`src/rtl/tt_pkg.sv`:
```
// Shared types and constants for the truth-table sweeper.
package tt_pkg;

   typedef enum logic [1:0] {
      IDLE   = 2'd0,
      DRIVE  = 2'd1,
      SAMPLE = 2'd2,
      DONE   = 2'd3
   } state_e;

   localparam int unsigned N_IN_DEF = 5;
   localparam int unsigned SETTLE_W = 4;

   // Bit positions of the circuit inputs within stim
   localparam int unsigned STIM_A = 4;
   localparam int unsigned STIM_B = 3;
   localparam int unsigned STIM_C = 2;
   localparam int unsigned STIM_D = 1;
   localparam int unsigned STIM_E = 0;

endpackage

```
`src/rtl/tt_sweeper_if.sv`:
```
// Stimulus/response bundle between the sweeper and its controller.
interface tt_sweeper_if #(
   parameter int unsigned N_IN = 5
) ();
   localparam int unsigned NV = 2**N_IN;

   logic            start;
   logic            y;
   logic [N_IN-1:0] stim;
   logic            busy;
   logic            done;
   logic [NV-1:0]   result;
   logic [NV-1:0]   golden;
   logic            fail;
   logic [N_IN:0]   mismatch_cnt;

   modport master (
      output start, y, golden,
      input  stim, busy, done, result, fail, mismatch_cnt
   );

   modport slave (
      input  start, y, golden,
      output stim, busy, done, result, fail, mismatch_cnt
   );
endinterface

```
`src/rtl/tt_cmp.sv`:
```
// Golden-word comparator: sticky fail flag and mismatch counter (used with TT_CHECK_EN).
module tt_cmp #(
   parameter int unsigned N_IN = 5
) (
   input  logic          clk,
   input  logic          rst_n,
   input  logic          y_i,
   input  logic          exp_i,
   input  logic          sample_i,
   input  logic          clear_i,
   output logic          fail_o,
   output logic [N_IN:0] mismatch_cnt_o
);
   logic          fail_q;
   logic [N_IN:0] cnt_q;

   // Count can reach 2**N_IN at most, which fits N_IN+1 bits
   always_ff @(posedge clk or negedge rst_n) begin
      if (!rst_n) begin
         fail_q <= 1'b0;
         cnt_q  <= '0;
      end else if (clear_i) begin
         fail_q <= 1'b0;
         cnt_q  <= '0;
      end else if (sample_i && (y_i != exp_i)) begin
         fail_q <= 1'b1;
         cnt_q  <= cnt_q + (N_IN+1)'(1);
      end
   end

   assign fail_o         = fail_q;
   assign mismatch_cnt_o = cnt_q;
endmodule

```
`src/rtl/tt_sweeper.sv`:
```
// Exhaustive input sweeper and truth-table capture for a combinational circuit.
// Define TT_CHECK_EN to add on-chip golden-word comparison.
module tt_sweeper
   import tt_pkg::*;
#(
   parameter int unsigned N_IN   = N_IN_DEF,
   parameter int unsigned SETTLE = 1
) (
   input logic         clk,
   input logic         rst_n,
   tt_sweeper_if.slave bus
);
   localparam int unsigned NV = 2**N_IN;
   localparam logic [N_IN-1:0]     LAST_IDX    = N_IN'(NV-1);
   localparam logic [SETTLE_W-1:0] SETTLE_LAST = SETTLE_W'(SETTLE-1);

   state_e              state_q, state_d;
   logic [N_IN-1:0]     idx_q, idx_d;
   logic [SETTLE_W-1:0] settle_q, settle_d;
   logic [NV-1:0]       result_q, result_d;
   logic                busy_q, busy_d;
   logic                done_q, done_d;
   logic                clear_c, sample_c;

   always_ff @(posedge clk or negedge rst_n) begin
      if (!rst_n) begin
         state_q  <= IDLE;
         idx_q    <= '0;
         settle_q <= '0;
         result_q <= '0;
         busy_q   <= 1'b0;
         done_q   <= 1'b0;
      end else begin
         state_q  <= state_d;
         idx_q    <= idx_d;
         settle_q <= settle_d;
         result_q <= result_d;
         busy_q   <= busy_d;
         done_q   <= done_d;
      end
   end

   // idx doubles as the registered stim vector, so it holds through DONE/IDLE
   always_comb begin
      state_d  = state_q;
      idx_d    = idx_q;
      settle_d = settle_q;
      result_d = result_q;
      clear_c  = 1'b0;
      sample_c = 1'b0;
      case (state_q)
         IDLE: begin
            if (bus.start) begin
               state_d  = DRIVE;
               idx_d    = '0;
               settle_d = '0;
               result_d = '0;
               clear_c  = 1'b1;
            end
         end
         DRIVE: begin
            settle_d = settle_q + SETTLE_W'(1);
            if (settle_q == SETTLE_LAST) state_d = SAMPLE;
         end
         SAMPLE: begin
            sample_c        = 1'b1;
            result_d[idx_q] = bus.y;
            if (idx_q == LAST_IDX) begin
               state_d = DONE;
            end else begin
               idx_d    = idx_q + N_IN'(1);
               settle_d = '0;
               state_d  = DRIVE;
            end
         end
         DONE:    state_d = IDLE;
         default: state_d = IDLE;
      endcase
      busy_d = (state_d == DRIVE) || (state_d == SAMPLE);
      done_d = (state_d == DONE);
   end

   assign bus.stim   = idx_q;
   assign bus.busy   = busy_q;
   assign bus.done   = done_q;
   assign bus.result = result_q;

`ifdef TT_CHECK_EN
   tt_cmp #(.N_IN(N_IN)) u_cmp (
      .clk            (clk),
      .rst_n          (rst_n),
      .y_i            (bus.y),
      .exp_i          (bus.golden[idx_q]),
      .sample_i       (sample_c),
      .clear_i        (clear_c),
      .fail_o         (bus.fail),
      .mismatch_cnt_o (bus.mismatch_cnt)
   );
`else
   logic unused_golden;
   assign unused_golden    = ^{bus.golden, sample_c, clear_c};
   assign bus.fail         = 1'b0;
   assign bus.mismatch_cnt = '0;
`endif
endmodule
```
`src/flat_wrapper.sv`:
```
// flat-port wrapper written by rule: the top's interface ports become plain ports
module tt_sweeper_flat import tt_pkg::*;
#(
   parameter int unsigned N_IN   = N_IN_DEF,
   parameter int unsigned SETTLE = 1
)
  (clk, rst_n, bus_start, bus_y, bus_golden, bus_stim, bus_busy, bus_done, bus_result, bus_fail, bus_mismatch_cnt);
  tt_sweeper_if #(.N_IN(N_IN)) bus_i ();
  input logic clk;
  input logic rst_n;
  input wire logic [$bits(bus_i.start)-1:0] bus_start;
  input wire logic [$bits(bus_i.y)-1:0] bus_y;
  input wire logic [$bits(bus_i.golden)-1:0] bus_golden;
  output wire logic [$bits(bus_i.stim)-1:0] bus_stim;
  output wire logic [$bits(bus_i.busy)-1:0] bus_busy;
  output wire logic [$bits(bus_i.done)-1:0] bus_done;
  output wire logic [$bits(bus_i.result)-1:0] bus_result;
  output wire logic [$bits(bus_i.fail)-1:0] bus_fail;
  output wire logic [$bits(bus_i.mismatch_cnt)-1:0] bus_mismatch_cnt;
  assign bus_i.start = bus_start;
  assign bus_i.y = bus_y;
  assign bus_i.golden = bus_golden;
  assign bus_stim = bus_i.stim;
  assign bus_busy = bus_i.busy;
  assign bus_done = bus_i.done;
  assign bus_result = bus_i.result;
  assign bus_fail = bus_i.fail;
  assign bus_mismatch_cnt = bus_i.mismatch_cnt;
  tt_sweeper #(.N_IN(N_IN), .SETTLE(SETTLE)) u_core (.clk(clk), .rst_n(rst_n), .bus(bus_i));
endmodule
```
`config.mk`:
```
export PLATFORM = sky130hd
export DESIGN_NAME = tt_sweeper_flat
export DESIGN_NICKNAME = d
export VERILOG_FILES = /design/src/rtl/tt_pkg.sv /design/src/rtl/tt_sweeper_if.sv /design/src/rtl/tt_cmp.sv /design/src/rtl/tt_sweeper.sv /design/src/flat_wrapper.sv
export SDC_FILE = /design/constraint.sdc
export NUM_CORES = 1
export LEC_CHECK = 0
export ABC_AREA = 1
export CAP_MARGIN = 15
export CORE_AREA = 5 5 87 89
export CTS_BUF_LIST = sky130_fd_sc_hd__clkbuf_16
export DETAILED_ROUTE_END_ITERATION = 8
export DIE_AREA = 0 0 92 94
export GPL_TIMING_DRIVEN = 0
export PLACE_DENSITY = 0.69
export SLEW_MARGIN = 10
export SYNTH_ARGS = -nofsm -noshare
export SYNTH_HDL_FRONTEND = slang
export SYNTH_HIERARCHICAL = 1
export SYNTH_SLANG_ARGS = --single-unit
```
`constraint.sdc`:
```
create_clock -name clk -period 2.28 [get_ports clk]
set_input_delay 0.456 -clock clk [delete_from_list [all_inputs] [get_ports clk]]
set_output_delay 0.456 -clock clk [all_outputs]
set_load 0.03 [all_outputs]
```
==> flow_summary.yaml, run 1 <==
run_status:
  status: "finished clean"
critical_path:
  startpoint_type: "flop"
  path_delay_family: "buffers and inverters"
  cp.required_ns: 1.82
  cp-end-kind: "output port"
  critPathMaxStageDelay_ns: 0.75
  crit_fanout: 7
  path_cells: "clkdlybuf4s50_1"
  arrival_ns: 1.55
  critPathBufInv: 1
  critPathSlowestCell: "clkdlybuf4s50_1"
  crit_type: "flop to output port"
die:
  dieHeight_um: 94
  start_util_pct: 38.63
  core_area_mm2: 0.006681
  ios: 82
  design.die.area_mm2: 0.008648
  fp.dieW_um: 92
  rows: 30
yosys:
  yosysWarnings: 6
  yosysSeqAreaShare_pct: 43.63
  yosys_register_bits: 45
  synth_cells: 343
  synth_area_mm2: 0.002581
  synth_cell_types: 25
  syn_avg_cell_area_um2: 7.525
timing:
  slew_viol_final: 0
  timing.final.ws_setup_ns: 0.2700
  tightest_slew_ns: 0.5094
  grt_setup_unrepaired: "no"
  hold_viol: 0
  fmax_mhz: 497.5
  finClkSkew_ns: 0.005489
  maxSlewHeadroom_pct: 66.04
  setup_viol: 0
  finalCriticalPeriod_ns: 2.010
  finalCritPeriodShare_pct: 88.16
placement:
  port_buffers: 42
  pre_cts_slack_ns: 0.2794
  gp_congestion: 0.8246
  place_hpwl_mm: 4.455
  placed_area_mm2: 0.003139
clock_network:
  cts.sinks: 45
  worstSkewPairLatency_ns: 0.28
  postCtsSetupRepairBufs: 0
  holdBufCountCts: 0
  clock_path_buffers: 2
  cts_buffers: 5
  clkSlewWorstSetupHoldPaths_ns: 0.06
  h-tree-depth: 2
  cts_root_buf: "clkbuf_16"
  cts_tree: "done"
  cts_resized: 0
layout:
  post-route-cell-area_mm2: 0.003302
  drive_above_1_share_pct: 10.00
  area_growth_pct: 27.92
  fillers: 648
  antennaDiodeCount: 0
  nets: 443
global_routing:
  grt_pass1_vias: 2157
  grt_max_degree: 26
  grt_pass1_wl_mm: 10.18
  overflow: 0
  antenna_found_initial: 0
  grt_usage_pct: 14.57
power_and_ir_drop:
  p_leak_nw: 1.640
  power_mw: 2.868
  powerDensity_mw_per_mm2: 868.5
  ir_worst_vdd_v: 0.0005204
routing:
  num_vias: 2318
  wl_per_cell_um: 12.46
  ant_nets: 0
  drt-total-wl_mm: 5.981
  drc: 0
  via_per_inst: 4.829
  drtIter0Drc: 144
  dr.pass1.iters: 5
job:
  maxCapViolCount: 0
hold_path:
  min_path_type: "input port to async pin"
-- cell usage in the layout (no fill, tap or decap), types with 5 or more instances in the layout --
cell type and n:
inv_1 20, buf_4 9, nand4_1 14, buf_6 5, nand2_1 155, o21ai_0 14
nor2_1 6, ha_1 8, nand3_1 26, clkbuf_16 5, dfrtp_1 45, or2_0 17
buf_2 9, conb_1 7, clkdlybuf4s50_1 41
-- power breakdown --
part / switching [mW] / leakage, nW / total, mW / internal (mW)
clock: 0.286 / 0.0826 / 0.794 / 0.509
combinational: 0.723 / 0.938 / 1.10 / 0.374
sequential: 0.0848 / 0.619 / 0.977 / 0.892
total: 1.09 / 1.64 / 2.87 / 1.77
-- kinds of logic (layout without fill, tap and decap cells) --
logic type,count (synthesis),after routing,synth area share [%]
compound gates,15,15,3.345
fa+ha+maj,8,8,3.878
buf+inv,47,98,10.18
flops,45,45,43.63
other cells,1,7,0.1453
simple gates,227,227,38.83
-- layer usage --
metal	vias up	routed length, um	global-route usage [%]
li1	1169	-	-
met1	1061	2615	18.22
met2	84	2876	24.70
met3	4	448	3.926
met4	0	40	4.208
met5	-	0	0
-- stage by stage --
| stage | cells | hold WS [ns] | setup TNS, ns | utilization, % |
|---|---|---|---|---|
| after floorplan | 349 | 0.1604 | 0 | - |
| after global placement | 471 | 0.4587 | -21.95 | 46.76 |
| after detailed placement | 472 | 0.4563 | 0 | 46.99 |
| after CTS | 480 | 0.1407 | 0 | 49.42 |
| after global routing | 480 | 0.1622 | 0 | 49.42 |
| final | 480 | 0.1351 | 0 | 49.42 |
-- synthesized netlist by cell type (all sizes together) --
master / count / area share [%]
nand2: 157 / 23
dfrtp: 45 / 44
nand3: 27 / 5.4
buf: 24 / 6.6
inv: 21 / 3.2
or2: 19 / 4.6
o21ai: 15 / 3.3
nand4: 14 / 3.4
nor2: 9 / 2.0
ha: 8 / 3.9
clkbuf: 2 / 0.29
conb: 1 / 0.15
nor3: 1 / 0.19
-- sequential cells by signal, indices dropped and copies added (netlist names) --
name	count
u_core/bus.busy	1
u_core/state_q	2
u_core/bus.result	32
u_core/bus.done	1
u_core/bus.stim	5
u_core/settle_q	4
-- path summary, 6_finish.rpt --
kind                                              startpoint                                end  slack (ns)  depth (start not counted)
min in group clk           u_core/bus.result[26]$_DFFE_PN0P_  u_core/bus.result[26]$_DFFE_PN0P_        0.47                          2
max                           u_core/bus.stim[4]$_DFFE_PN0P_                        bus_stim[4]        0.27                          1
max in group asynchronous                              rst_n  u_core/bus.result[26]$_DFFE_PN0P_        1.64                          2
min reg2reg                u_core/bus.result[26]$_DFFE_PN0P_  u_core/bus.result[26]$_DFFE_PN0P_        0.47                          2
min                                                    rst_n   u_core/bus.result[5]$_DFFE_PN0P_        0.14                          1
max reg2reg                   u_core/bus.stim[0]$_DFFE_PN0P_          u_core/bus.busy$_DFF_PN0_        0.29                         10
-- area by class of cell --
class	count	area, um2	area share (%)
flip-flops and latches	45	1126	34.10
well taps	80	100.1	3.031
clock buffers	5	125.1	3.789
repair buffers	43	435.4	13.19
inverters	21	83.83	2.539
clock inverters	3	37.54	1.137
multi-input cells	257	1215	36.79
plain buffers	26	178.9	5.419
No activity file was read; power rests on OpenSTA's default activity.
==> run 2, diff against run 1 <==
Settings changed: CAP_MARGIN 15 to 30, PLACE_DENSITY 0.69 to 0.72, SLEW_MARGIN 10 to 0.
Clock period 2.28 ns to 1.8 ns, I/O delays scaled along.
==> run 2 against run 1 <==
Compared with the run above: wire length up 1.3%; worst setup slack lost 0.19 ns; clock-buffer cell count stayed put; first-iteration DRC count fell by 21%; non-clock buffer count is 4 higher; largest power group unchanged; highest routed layer unchanged.
==> flow_summary.yaml, run 2 (same netlist as run 1, synthesis figures left out) <==
run_status:
  status: "finished clean"
placement:
  gp_congestion: 0.8110
  port_buffers: 42
  placed_area_mm2: 0.003159
  place_hpwl_mm: 4.396
layout:
  antennaDiodeCount: 0
  drive_above_1_share_pct: 12.38
  final_common_cell: "nand2_1"
  regArea_mm2: 0.001129
  post-route-cell-area_mm2: 0.003331
  final_cell_mix: "154 x nand2_1, 43 x dfrtp_1, 39 x clkdlybuf4s50_1, 26 x nand3_1, 21 x inv_1"
  area_growth_pct: 29.04
  largest_register_ffs: 32
  nets: 447
  fillers: 666
  multiInputGateArea_mm2: 0.001235
  final_util_pct: 49.85
job:
  maxCapViolCount: 0
critical_path:
  critPathMaxStageDelay_ns: 0.69
  path_cells: "clkdlybuf4s50_1"
  cp-end-kind: "output port"
  cp.required_ns: 1.44
  arrival_ns: 1.36
  critPathBufInv: 1
  startpoint_type: "flop"
  crit_fanout: 3
  critPathSlowestCell: "clkdlybuf4s50_1"
  path_delay_family: "buffers and inverters"
  crit_type: "flop to output port"
die:
  rows: 30
  ios: 82
  core_area_mm2: 0.006681
  design.die.area_mm2: 0.008648
  fp.dieW_um: 92
  dieHeight_um: 94
  start_util_pct: 38.63
clock_network:
  clkSlewWorstSetupHoldPaths_ns: 0.06
  clock_path_buffers: 2
  h-tree-depth: 2
  worstSkewPairLatency_ns: 0.28
  cts.sinks: 45
  cts_root_buf: "clkbuf_16"
  cts_buffers: 5
  cts_tree: "done"
  holdBufCountCts: 0
global_routing:
  overflow: 0
  grt_pass1_wl_mm: 10.87
  grt_pass1_vias: 2381
  antenna_found_initial: 0
  grt_usage_pct: 15.40
  grt_max_degree: 27
routing:
  drc: 0
  drt-total-wl_mm: 6.057
  drtIter0Drc: 114
  num_vias: 2298
  wl_per_cell_um: 12.51
  dr.pass1.iters: 5
  via_per_inst: 4.748
  ant_nets: 0
timing:
  slew_viol_final: 0
  finalCriticalPeriod_ns: 1.722
  finClkSkew_ns: 0.006112
  finalCritPeriodShare_pct: 95.66
  hold_viol: 0
  fmax_mhz: 580.7
  setup_viol: 0
  grt_setup_unrepaired: "no"
power_and_ir_drop:
  powerDensity_mw_per_mm2: 1067
  p_leak_nw: 1.663
  ir_worst_vdd_v: 0.0006511
hold_path:
  min_path_type: "input port to async pin"
## run 2: cell type report
cell class	instances	share of cell area (%)
well taps	80	3.005
clock inverters	3	0.3381
flip-flops and latches	45	33.88
multi-input cells	257	37.08
inverters	21	2.517
plain buffers	25	5.297
clock buffers	5	3.757
repair buffers	48	14.12
## run 2: per-layer routing
layer  vias up  track usage [%]  wire length (um)
met5         -                0                 0
met4         0            5.693                80
met2        72            25.55              2816
met3         7            3.446               386
met1      1038            19.67              2774
li1       1181                -                 -
## run 2: path summary, 6_finish.rpt
path | start | end | slack (ns) | cells after the start
min in group clk | u_core/bus.result[26]$_DFFE_PN0P_ | u_core/bus.result[26]$_DFFE_PN0P_ | 0.47 | 2
min | rst_n | u_core/bus.result[7]$_DFFE_PN0P_ | 0.04 | 1
max in group asynchronous | rst_n | u_core/bus.result[28]$_DFFE_PN0P_ | 1.26 | 2
min reg2reg | u_core/bus.result[26]$_DFFE_PN0P_ | u_core/bus.result[26]$_DFFE_PN0P_ | 0.47 | 2
max | u_core/bus.stim[3]$_DFFE_PN0P_ | bus_stim[3] | 0.08 | 1
max reg2reg | u_core/bus.stim[3]$_DFFE_PN0P_ | u_core/bus.busy$_DFF_PN0_ | 0.15 | 9
## run 2: power breakdown
| part | switching, mW | total, mW | internal [mW] |
|---|---|---|---|
| logic | 0.951 | 1.47 | 0.515 |
| registers | 0.0993 | 1.23 | 1.13 |
| clock network | 0.357 | 0.856 | 0.499 |
## run 2: stage by stage
step	setup slack [ns]	std cells	hold WS (ns)	TNS (ns)	power, mW
after global routing	0.01013	484	0.07073	0	3.834
after global placement	-1.043	471	0.4595	-39.83	2.614
after detailed placement	-0.04460	472	0.3554	-0.07253	2.661
after CTS	0.01552	482	0.04753	0	3.562
final	0.07803	484	0.03670	0	3.555
after floorplan	0.01454	349	0.06441	0	2.250
## run 2: worst register-to-register path, stage by stage, from the launching register on
cell     delay, ns
dfrtp_1       0.41
inv_1         0.08
buf_2         0.21
nor2_1        0.08
ha_1          0.19
inv_2         0.07
nor2_2        0.05
inv_1         0.10
o21ai_1       0.09
ha_1          0.27
## run 2: timing repair
item | in CTS | in global routing
setup buffers | 2 | 3
gates resized for setup | 4 | 3
pin swaps | 0 | 1
setup endpoints to repair | 5 | 11
